--- src/rtl/motor_apb_pkg.sv ---
// Shared types and constants for the motor APB initiator.
// It also holds the motor_mmio_handler register map.
package motor_apb_pkg;

  localparam int unsigned ADDR_W_DEFAULT = 32;
  localparam int unsigned DATA_W_DEFAULT = 32;

  localparam int unsigned MOTOR_X_ADDR = 1;
  localparam int unsigned MOTOR_Y_ADDR = 4;

  typedef enum logic [2:0] {
    StIdle,
    StWaitIrq,
    StSetup,
    StAccess,
    StResp
  } apb_state_e;

  function automatic logic is_motor_reg(input logic [31:0] addr);
    return (addr == 32'(MOTOR_X_ADDR)) || (addr == 32'(MOTOR_Y_ADDR));
  endfunction

endpackage

--- src/rtl/irq_edge_detect.sv ---
// Rising-edge detector on the handler's fabint line.
// fabint is registered every cycle; the edge indication compares the live level with the previous one.
module irq_edge_detect (
  input  logic i_clk,
  input  logic i_reset,
  input  logic i_fabint,
  output logic o_rise
);

  logic r_fabint_q;

  always_ff @(posedge i_clk) begin
    if (i_reset) begin
      r_fabint_q <= 1'b0;
    end else begin
      r_fabint_q <= i_fabint;
    end
  end

  assign o_rise = i_fabint & ~r_fabint_q;

endmodule

--- src/rtl/motor_apb_initiator.sv ---
// APB initiator for motor_mmio_handler: turns a cmd/rsp handshake into single APB transfers.
// Each transfer is optionally gated on a fabint rising edge. All outputs come straight from flops.
module motor_apb_initiator
  import motor_apb_pkg::*;
#(
  parameter int unsigned ADDR_W  = ADDR_W_DEFAULT,
  parameter int unsigned DATA_W  = DATA_W_DEFAULT,
  parameter int unsigned TIMEOUT = 255
) (
  input  logic              i_clk,
  input  logic              i_reset,
  input  logic              i_cmd_valid,
  output logic              o_cmd_ready,
  input  logic              i_cmd_write,
  input  logic              i_cmd_wait_irq,
  input  logic [ADDR_W-1:0] i_cmd_addr,
  input  logic [DATA_W-1:0] i_cmd_wdata,
  output logic              o_rsp_valid,
  output logic [DATA_W-1:0] o_rsp_rdata,
  output logic              o_rsp_err,
  output logic              o_rsp_timeout,
  input  logic              i_fabint,
  output logic              o_psel,
  output logic              o_penable,
  output logic              o_pwrite,
  output logic [ADDR_W-1:0] o_paddr,
  output logic [DATA_W-1:0] o_pwdata,
  input  logic [DATA_W-1:0] i_prdata,
  input  logic              i_pready,
  input  logic              i_pslverr
);

  localparam int unsigned CNT_W = $clog2(TIMEOUT + 1);
  localparam logic [CNT_W-1:0] CNT_LAST = CNT_W'(TIMEOUT - 1);

  apb_state_e        r_state;
  apb_state_e        w_state_d;
  logic              r_cmd_ready;
  logic              w_cmd_ready_d;
  logic              r_psel;
  logic              w_psel_d;
  logic              r_penable;
  logic              w_penable_d;
  logic              r_pwrite;
  logic              w_pwrite_d;
  logic [ADDR_W-1:0] r_paddr;
  logic [ADDR_W-1:0] w_paddr_d;
  logic [DATA_W-1:0] r_pwdata;
  logic [DATA_W-1:0] w_pwdata_d;
  logic              r_rsp_valid;
  logic              w_rsp_valid_d;
  logic [DATA_W-1:0] r_rsp_rdata;
  logic [DATA_W-1:0] w_rsp_rdata_d;
  logic              r_rsp_err;
  logic              w_rsp_err_d;
  logic              r_rsp_timeout;
  logic              w_rsp_timeout_d;
  logic [CNT_W-1:0]  r_cnt;
  logic [CNT_W-1:0]  w_cnt_d;
  logic              w_irq_rise;

  irq_edge_detect u_irq_edge (
    .i_clk    (i_clk),
    .i_reset  (i_reset),
    .i_fabint (i_fabint),
    .o_rise   (w_irq_rise)
  );

  always_comb begin
    w_state_d       = r_state;
    w_psel_d        = 1'b0;
    w_penable_d     = 1'b0;
    w_pwrite_d      = r_pwrite;
    w_paddr_d       = r_paddr;
    w_pwdata_d      = r_pwdata;
    w_rsp_valid_d   = 1'b0;
    w_rsp_rdata_d   = r_rsp_rdata;
    w_rsp_err_d     = r_rsp_err;
    w_rsp_timeout_d = r_rsp_timeout;
    w_cnt_d         = r_cnt;

    unique case (r_state)
      StIdle: begin
        // The bus-side address/data flops double as the command latch; psel stays low until SETUP.
        if (i_cmd_valid) begin
          w_pwrite_d = i_cmd_write;
          w_paddr_d  = i_cmd_addr;
          w_pwdata_d = i_cmd_wdata;
          if (i_cmd_wait_irq) begin
            w_state_d = StWaitIrq;
          end else begin
            w_state_d = StSetup;
            w_psel_d  = 1'b1;
          end
        end
      end
      StWaitIrq: begin
        if (w_irq_rise) begin
          w_state_d = StSetup;
          w_psel_d  = 1'b1;
        end
      end
      StSetup: begin
        w_state_d   = StAccess;
        w_psel_d    = 1'b1;
        w_penable_d = 1'b1;
      end
      StAccess: begin
        w_psel_d    = 1'b1;
        w_penable_d = 1'b1;
        if (!i_pready) begin
          w_cnt_d = r_cnt + 1'b1;
        end
        // A ready slave takes priority over a timeout expiring in the same cycle.
        if (i_pready) begin
          w_state_d       = StResp;
          w_psel_d        = 1'b0;
          w_penable_d     = 1'b0;
          w_rsp_valid_d   = 1'b1;
          w_rsp_rdata_d   = r_pwrite ? '0 : i_prdata;
          w_rsp_err_d     = i_pslverr;
          w_rsp_timeout_d = 1'b0;
        end else if (r_cnt == CNT_LAST) begin
          w_state_d       = StResp;
          w_psel_d        = 1'b0;
          w_penable_d     = 1'b0;
          w_rsp_valid_d   = 1'b1;
          w_rsp_rdata_d   = '0;
          w_rsp_err_d     = 1'b1;
          w_rsp_timeout_d = 1'b1;
        end
      end
      StResp: begin
        w_state_d = StIdle;
        w_cnt_d   = '0;
      end
      default: begin
        w_state_d = StIdle;
        w_cnt_d   = '0;
      end
    endcase

    w_cmd_ready_d = (w_state_d == StIdle);
  end

  always_ff @(posedge i_clk) begin
    if (i_reset) begin
      r_state       <= StIdle;
      r_cmd_ready   <= 1'b1;
      r_psel        <= 1'b0;
      r_penable     <= 1'b0;
      r_pwrite      <= 1'b0;
      r_paddr       <= '0;
      r_pwdata      <= '0;
      r_rsp_valid   <= 1'b0;
      r_rsp_rdata   <= '0;
      r_rsp_err     <= 1'b0;
      r_rsp_timeout <= 1'b0;
      r_cnt         <= '0;
    end else begin
      r_state       <= w_state_d;
      r_cmd_ready   <= w_cmd_ready_d;
      r_psel        <= w_psel_d;
      r_penable     <= w_penable_d;
      r_pwrite      <= w_pwrite_d;
      r_paddr       <= w_paddr_d;
      r_pwdata      <= w_pwdata_d;
      r_rsp_valid   <= w_rsp_valid_d;
      r_rsp_rdata   <= w_rsp_rdata_d;
      r_rsp_err     <= w_rsp_err_d;
      r_rsp_timeout <= w_rsp_timeout_d;
      r_cnt         <= w_cnt_d;
    end
  end

  assign o_cmd_ready   = r_cmd_ready;
  assign o_psel        = r_psel;
  assign o_penable     = r_penable;
  assign o_pwrite      = r_pwrite;
  assign o_paddr       = r_paddr;
  assign o_pwdata      = r_pwdata;
  assign o_rsp_valid   = r_rsp_valid;
  assign o_rsp_rdata   = r_rsp_rdata;
  assign o_rsp_err     = r_rsp_err;
  assign o_rsp_timeout = r_rsp_timeout;

endmodule

--- config.mk ---
export PLATFORM = sky130hd
export DESIGN_NAME = motor_apb_initiator
export DESIGN_NICKNAME = d
export VERILOG_FILES = /design/src/rtl/motor_apb_pkg.sv /design/src/rtl/irq_edge_detect.sv /design/src/rtl/motor_apb_initiator.sv
export SDC_FILE = /design/constraint.sdc
export NUM_CORES = 1
export LEC_CHECK = 0
export CORE_ASPECT_RATIO = 0.5
export CORE_UTILIZATION = 38
export DETAILED_ROUTE_END_ITERATION = 8
export PLACE_DENSITY = 0.77
export SYNTH_ARGS = -nofsm -noshare
export SYNTH_HDL_FRONTEND = slang
export SYNTH_SLANG_ARGS = --single-unit
--- constraint.sdc ---
create_clock -name i_clk -period 1.5 [get_ports i_clk]
set_input_delay 0.3 -clock i_clk [delete_from_list [all_inputs] [get_ports i_clk]]
set_output_delay 0.3 -clock i_clk [all_outputs]
set_load 0.02 [all_outputs]
# Word level (Yosys, flattened, before mapping)
# Cells that the tools add are included.
totals:
  ff_bits: 115
  inputBits: 104
  out_inout_bits: 103
  elab_cells: 54
classes:
  add_sub_neg: 1
  eq_ne: 5
  muxes: 23
  bitwise_logic: 4
  n_reduce_logical: 8
op_table:
  columns: ["operator", "count"]
  rows:
  - ["2-to-1 mux 32 bit", 3]
  - ["one-hot mux 8 bit (2 select lines)", 1]
  - ["2-to-1 mux 3 bit", 4]
  - ["one-hot mux 3 bit (4 select lines)", 1]
  - ["2-to-1 mux 1 bit", 10]
  - ["adder 8 x 1 -> 8 bit (second input constant)", 1]
  - ["== test 8 bit (second input constant)", 1]
  - ["2-to-1 mux 8 bit", 1]
  - ["== test 3 x 2 -> 1 bit (second input constant)", 2]
  - ["zero test 3 bit", 2]
  - ["AND reduction 2 bit", 3]
  - ["one-hot mux 1 bit (4 select lines)", 1]
  - ["== test 3 x 1 -> 1 bit (second input constant)", 1]
  - ["NOT 1 bit", 3]
  - ["OR reduction 3 bit", 1]
  - ["2-to-1 mux 2 bit", 1]
  - ["inequality test 2 bit (second input constant)", 1]
  - ["one-hot mux 1 bit (2 select lines)", 1]
  - ["nonzero test 2 bit", 1]
  - ["OR reduction 2 bit", 1]
  - ["bitwise AND 1 bit", 1]

# Depth between registers and ports, before layout
# Gate-level depths: netlist of run 1.
depth:
  depth_word: 5
  ltp_mapped: 7
  mapped_depth_nobuf: 5

# Cells and area by module
# From an unflattened synthesis of run 1, not the netlist that was laid out.
unflattened:
  cells_unflattened: 557
  area_unflattened_um2: 4583.1
modules_own_cells:
  columns: ["mod", "n_inst", "cells_per_inst", "area_per_inst_um2", "seq_area_each_um2"]
  rows:
  - ["motor_apb_initiator", 1, 554, 4535.6, 2282.2]
  - ["irq_edge_detect", 1, 3, 47.5, 20.0]

# Worst setup path after synthesis of run 1
# No wires, ideal clock.
synth_timing:
  kind: "reg2reg"
  startpoint: "reg r_cnt[0]"
  endpoint: "reg r_rsp_err, in the netlist o_rsp_err"
  setup_time_ns: 0.115
  arrival_ns: 1.448
  required_ns: 1.385
  setup_slack_ns: -0.063
  stages_incl_launch_ff: 8
  n_path_buf: 2
  period_less_slack_ns: 1.563
  cell_sequence: "dfxtp_1 -> inv_1 -> ha_1 -> and3_1 -> a21o_1 -> buf_2 -> clkbuf_1 -> o21a_1"
synth_via:
  elab_chain_cells: 3
synth_rtl:
  columns: ["element", "line_no", "text"]
  rows:
  - ["from (decl)", "motor_apb_initiator.sv:58", "logic [CNT_W-1:0] r_cnt;"]
  - ["from (signal assigned)", "motor_apb_initiator.sv:172", "r_cnt <= w_cnt_d;"]
  - ["== test 8 bit", "motor_apb_initiator.sv:123", "end else if (r_cnt == CNT_LAST) begin"]
  - ["nonzero test 2 bit (no source line)", null, null]
  - ["AND reduction 2 bit (no source line)", null, null]
  - ["to (signal assigned)", "motor_apb_initiator.sv:170", "r_rsp_err <= w_rsp_err_d;"]
  - ["to (decl)", "motor_apb_initiator.sv:54", "logic r_rsp_err;"]
# Every way passes these cells.
# A chain may end at the register's enable or synchronous reset.

# Worst setup path after layout of run 1
layout_timing:
  startpoint: "reg r_pwrite, in the netlist o_pwrite"
  endpoint: "out o_pwrite"
layout_rtl:
  columns: ["element", "line_no", "text"]
  rows:
  - ["from (decl)", "motor_apb_initiator.sv:44", "logic r_pwrite;"]
  - ["from (signal assigned)", "motor_apb_initiator.sv:165", "r_pwrite <= w_pwrite_d;"]
  - ["to (decl)", "motor_apb_initiator.sv:25", "output logic o_pwrite,"]
# No word-level cell between the ends.

==> out/metrics.cfg, run 1 <==
[floorplanning]
initial_utilization = 0.402
die_x_um = 157
core_sq_um = 11300
num_rows = 27
dieArea_sq_um = 12400
ios = 207
fp.dieH_um = 79.4

[flow_run]
maxCapViolations = 0

[logic_synthesis]
synth_top_area_share = 0.506
synth_area_leaders = dfxtp_1 51%, a21oi_1 14%, nand2_1 11%, a211oi_1 5.8%, nor2b_1 4.4%
synth-simple-area-share = 0.201
syn_area_per_cell_sq_um = 8.17
synth-seq-area-share = 0.506
synth_nets = 663
synthTopCellsByCount = 139 x nand2_1, 130 x a21oi_1, 115 x dfxtp_1
yosys.area_share.xor_xnor = 0
yosys.area.top_type = dfxtp_1
synth_edf_count = 0
yosys_warnings = 0
synth.distinct_cells = 36
synthAdderAreaFrac = 0.00550
synthMuxAreaShare = 0.00660
synthMostInstantiatedCell = nand2_1
ys_seq_elements = 115
synth_compound_area_frac = 0.231
synthArstFlopShare = 0
netlist_area_sq_um = 4550
synth_top_family_by_area = compound AO/OA/AOI/OAI gates
synthFlopType = dfxtp_1
syn-instance-count = 557

[global_routing]
grt_max_degree = 52
antenna_found_initial = 0
grt_usage = 0.229
grt_pass1_vias = 4611
grt_pass1_wl_um = 22500
grt_overflow = 0

[setup_path]
arrival_ns = 1.13
worstSetupStartpointType = flop
cp.required_ns = 1.20
cp_cell_sequence = dlygate4sd2_1
path_buf_inv = 1
crit_type = flop to output pin
slowest_stage = dfxtp_1
critPathCaptureType = output pin
path_delay_family = flip-flops
cp_slowest_stage_delay_ns = 0.37
path_max_fanout = 2

[worst_hold_path]
hold_path.class = input pin to flop

[cts]
insertion_delay_ns = 0.40
htree_levels = 4
clkSinkCount = 115
cts_tree = done
clk_pin_slew_ns = 0.05
clk_path_buf_depth = 2
cts_hold_buf = 0
numCtsBuffers = 17
root_buffer = clkbuf_16

[cells_and_area]
area_growth_pct = 68.0
multi_input_area_sq_um = 2190
antennaDiodeCount = 0
fin_cells = 940
drive_above_1_share = 0.131
fin_util = 0.676
regArea_sq_um = 2310
finalNetCount = 874
fill_cells = 937

[routing]
drtAntennaViolNets = 0
drt_first_iter_violations = 278
vias = 4746
dr.pass1.iters = 5
viasPerCell = 5.05
finalWirelength_um = 14500
wl_per_cell_um = 15.4
drc = 0

[timing]
rsz0062_at_grt = true
maxSlewHeadroom = 0.709
worstMarginPinSlew_ns = 0.436
setup_viol = 0
finalMaxSlewViolations = 0
max_freq_mhz = 697
tns_ns = 0
fin_worst_skew_ns = 0.00423
timing.final.crit_share = 0.956
period_minus_slack_ns = 1.43
hold_viol_final = 0

[status]
outcome = complete, no violations

[placement]
globalplace.congestion = 0.857
dpl.hpwl_um = 9070
dpl.cell_count = 900
io_buffers = 206

[pwr]
vdd_drop_max_uv = 547
powerDensity_nw_per_um2 = 1140
leakage_nw = 3.27

[stage by stage]
step / cell area (sq um) / hold WS, ns / power, mW / worst slack (ns)
2_1_floorplan: 4570 / 0.392 / 4.16 / -0.00959
3_3_place_gp: 6920 / 0.441 / 4.97 / -0.303
3_5_place_dp: 6920 / 0.447 / 5.00 / -0.353
4_1_cts: 7460 / 0.346 / 8.74 / -0.0157
5_1_grt: 7650 / 0.369 / 9.12 / -0.00606
6_report: 7650 / 0.359 / 8.72 / 0.0661
[cell type report]
class | instances | share of cell area
clock buffers | 21 | 0.0576
clock inverters | 11 | 0.0147
inverters | 7 | 0.00343
multi-input cells | 388 | 0.286
flip-flops and latches | 115 | 0.302
well taps | 159 | 0.0260
repair buffers | 239 | 0.311
[cells in the final DEF (no fill, tap or decap), types with 9 or more instances in the layout]
master,n
clkdlybuf4s50_1,102
nor2b_1,32
nand2_1,139
buf_12,9
dfxtp_1,111
buf_4,17
dlygate4sd2_1,103
a211oi_2,23
a21oi_1,124
clkbuf_16,21
a211oi_1,12
[report_power, final]
group,total (mW),leakage (nW),switching [mW],internal (mW)
Sequential,3.33,0.939,0.0880,3.24
Combinational,1.62,2.06,0.865,0.754
Clock,3.77,0.266,1.35,2.42
[worst register-to-register path, cell delays in order (launching register included)]
cell and delay (ns):
dfxtp_2 0.33, inv_2 0.04, ha_2 0.17, and3_4 0.18, a21o_4 0.26, clkbuf_16 0.18
a211oi_2 0.19
[repair_timing]
| action | CTS | global route |
|---|---|---|
| resized for setup | 117 | 29 |
| endpoints found under the setup margin | 137 | 93 |
| buffers inserted | 2 | 1 |
| cloned | 1 | 5 |
| pin swaps | 2 | 6 |
| hold endpoints to repair | 0 | 0 |
[flip-flops by register name, indices dropped and copies added (netlist names)]
register               count
u_irq_edge.r_fabint_q      1
o_rsp_valid                1
o_psel                     1
o_penable                  1
o_pwrite                   1
r_cnt                      8
r_state                    3
o_cmd_ready                1
o_rsp_rdata               32
o_rsp_err                  1
o_pwdata                  32
o_rsp_timeout              1
o_paddr                   32
[routing by layer]
metal  global-route usage  wire length [um]  part of all wire
met5                    0                 0                 0
met3               0.0575               872             0.060
met4               0.0853               150             0.010
met1                0.269              6270              0.43
met2                0.404              7230              0.50
[logic make-up (layout without fill, tap and decap cells)]
group | Yosys count | in the layout
AO/OA/AOI/OAI | 183 | 183
multiplexers | 3 | 3
adder cells (fa/ha/maj) | 2 | 2
buffers and inverters | 54 | 278
AND/OR/NAND/NOR | 200 | 200
flip-flops | 115 | 115
[final timing paths]
check / start / endpoint / slack [ns] / depth (start not counted)
setup / recovery: o_pwrite / o_pwrite / 0.07 / 1
hold / removal: i_reset / o_rsp_rdata[31] / 0.36 / 2
setup reg to reg: r_cnt[0] / o_rsp_rdata[10] / 0.08 / 6
hold reg to reg: o_pwdata[25] / o_pwdata[25] / 0.45 / 2
(Power assumes the default switching activity.)
==> inputs of run 2 (changes only) <==
RECOVER_POWER = 100   (was default)
SKIP_LAST_GASP = 1   (was default)
==> out/metrics.cfg, run 2 (same netlist as run 1, synthesis figures left out) <==
[global_routing]
grt_usage = 0.227  ; was 0.229
antenna_found_initial = 0  ; unchanged
grt_overflow = 0  ; unchanged
grt_pass1_vias = 4573  ; was 4611
grt_pass1_wl_um = 22300  ; was 22500 um
grt_max_degree = 52  ; unchanged

[cells_and_area]
final_common_cell = nand2_1  ; unchanged
finalNetCount = 873  ; was 874
area_growth_pct = 66.9  ; was 68.0%
final_cell_mix = 139 x nand2_1, 126 x a21oi_1, 111 x dfxtp_1  ; was 139 x nand2_1, 124 x a21oi_1, 111 x dfxtp_1
fin_cells = 939  ; was 940
antennaDiodeCount = 0  ; unchanged
fin_util = 0.672  ; was 0.676
drive_above_1_share = 0.118  ; was 0.131

[timing]
hold_viol_final = 0  ; unchanged
maxSlewHeadroom = 0.480  ; was 0.709
setup_viol = 0  ; unchanged
max_freq_mhz = 690  ; was 697 MHz
finalMaxSlewViolations = 0  ; unchanged
timing.final.crit_share = 0.967  ; was 0.956
rsz0062_at_grt = true  ; unchanged
worstMarginPinSlew_ns = 0.780  ; was 0.436 ns
fin_worst_skew_ns = 0.00748  ; was 0.00423 ns
period_minus_slack_ns = 1.45  ; was 1.43 ns

[routing]
dr.pass1.iters = 5  ; unchanged
viasPerCell = 5.10  ; was 5.05
finalWirelength_um = 14400  ; was 14500 um
drtAntennaViolNets = 0  ; unchanged
drc = 0  ; unchanged
vias = 4788  ; was 4746
wl_per_cell_um = 15.3  ; was 15.4 um
drt_first_iter_violations = 260  ; was 278

[floorplanning]
fp.dieH_um = 79.4  ; unchanged
ios = 207  ; unchanged
dieArea_sq_um = 12400  ; unchanged
core_sq_um = 11300  ; unchanged
die_x_um = 157  ; unchanged
initial_utilization = 0.402  ; unchanged
num_rows = 27  ; unchanged

[cts]
cts_tree = done  ; unchanged
clk_pin_slew_ns = 0.05  ; about the same
cts_hold_buf = 0  ; unchanged
htree_levels = 4  ; unchanged
insertion_delay_ns = 0.40  ; about the same
clkSinkCount = 115  ; unchanged
root_buffer = clkbuf_16  ; unchanged
numCtsBuffers = 17  ; unchanged
clk_path_buf_depth = 2  ; unchanged

[setup_path]
r2r-start = r_cnt[0]  ; unchanged
rr_endpoint = o_rsp_rdata[13]  ; was o_rsp_rdata[10]
critPathCaptureType = flop  ; was output pin
ff2ff_path_depth = 6  ; unchanged
worstSetupStartpointType = flop  ; unchanged
cp.required_ns = 1.81  ; was 1.20 ns
arrival_ns = 1.76  ; was 1.13 ns
crit_type = flop to flop  ; was flop to output pin
r2r_slack_ns = 0.05  ; was 0.08 ns
path_max_fanout = 12  ; was 2

[flow_run]
maxCapViolations = 0  ; unchanged

[worst_hold_path]
hold_path_end = o_paddr[0]  ; was o_rsp_rdata[31]
min_from = i_cmd_addr[0]  ; was i_reset
hold_path.class = input pin to flop  ; unchanged
hold_depth = 3  ; was 2

[placement]
dpl.hpwl_um = 9070  ; unchanged
globalplace.congestion = 0.857  ; unchanged
dpl.cell_count = 900  ; unchanged
io_buffers = 206  ; unchanged

[pwr]
vdd_drop_max_uv = 615  ; was 547 uV
leakage_nw = 3.26  ; was 3.27 nW
powerDensity_nw_per_um2 = 1150  ; was 1140 nW/um^2

[status]
outcome = complete, no violations  ; unchanged

## run 2: changes by cell type in the layout (fill, tap and decap cells not counted), sizes merged
cell	change
buf	-2
clkbuf	+1
## run 2: worst max path at each step
stage,start,to,slack [ns],cells after the start
3_3_place_gp,i_cmd_valid,o_paddr[16],-0.30,5
5_1_grt,r_state[2],o_paddr[16],-0.01,6
4_1_cts,r_cnt[0],o_rsp_rdata[20],-0.02,6
2_1_floorplan,r_cnt[0],o_rsp_rdata[10],-0.01,7
3_5_place_dp,i_cmd_valid,o_paddr[16],-0.35,5
6_report,r_cnt[0],o_rsp_rdata[13],0.05,6
## run 2: timing repair
| action | in CTS | in global routing |
|---|---|---|
| pin swaps | 2 | 5 |
| setup buffers | 2 | 1 |
| gates cloned | 1 | 4 |
| resized for setup | 107 | 30 |
| setup endpoints to repair | 137 | 93 |
| hold endpoints to repair | 0 | 0 |
## run 2: layout make-up
class	instances	area [sq um]
fill	947	3720
multi-input combinational	388	2150
timing repair buffer	238	2370
inverter	7	26.3
tap	159	199
clock buffer	21	440
sequential	115	2310
clock inverter	11	113
## run 2: routing by layer
metal | vias up | track usage | wire length [um]
li1 | 2339 | - | -
met1 | 2273 | 0.270 | 6280
met3 | 15 | 0.0575 | 830
met5 | - | 0 | 0
met2 | 161 | 0.396 | 7080
met4 | 0 | 0.0873 | 178
## run 2: worst max-delay path, cell delays in order (launching register included)
cell,delay (ns)
dfxtp_2,0.32
inv_1,0.05
ha_2,0.18
and3_4,0.18
a21o_4,0.25
clkbuf_16,0.18
a211oi_1,0.19
## run 2: stage by stage
stage          total power, mW  hold slack [ns]  instance area, sq um  setup TNS [ns]  setup WS (ns)
2_1_floorplan             4.16            0.392                  4570          -0.193       -0.00959
3_3_place_gp              4.97            0.441                  6920          -27.14         -0.303
3_5_place_dp              5.00            0.447                  6920          -30.45         -0.353
4_1_cts                   8.73            0.320                  7410          -0.104        -0.0201
5_1_grt                   9.10            0.448                  7600         -0.0296        -0.0113
6_report                  8.72            0.448                  7600               0         0.0499
## run 2: report_power, final
part           internal [mW]  switching (mW)  total, mW
clock                   2.42            1.37       3.79
sequential              3.24          0.0881       3.33
combinational          0.748           0.853       1.60
total                   6.41            2.31       8.72
==> inputs of run 3 (changes only) <==
CTS_CLUSTER_SIZE = 25   (was default)
==> results of run 3 <==
Final layout, timing and power as in run 2 (identical DEF).
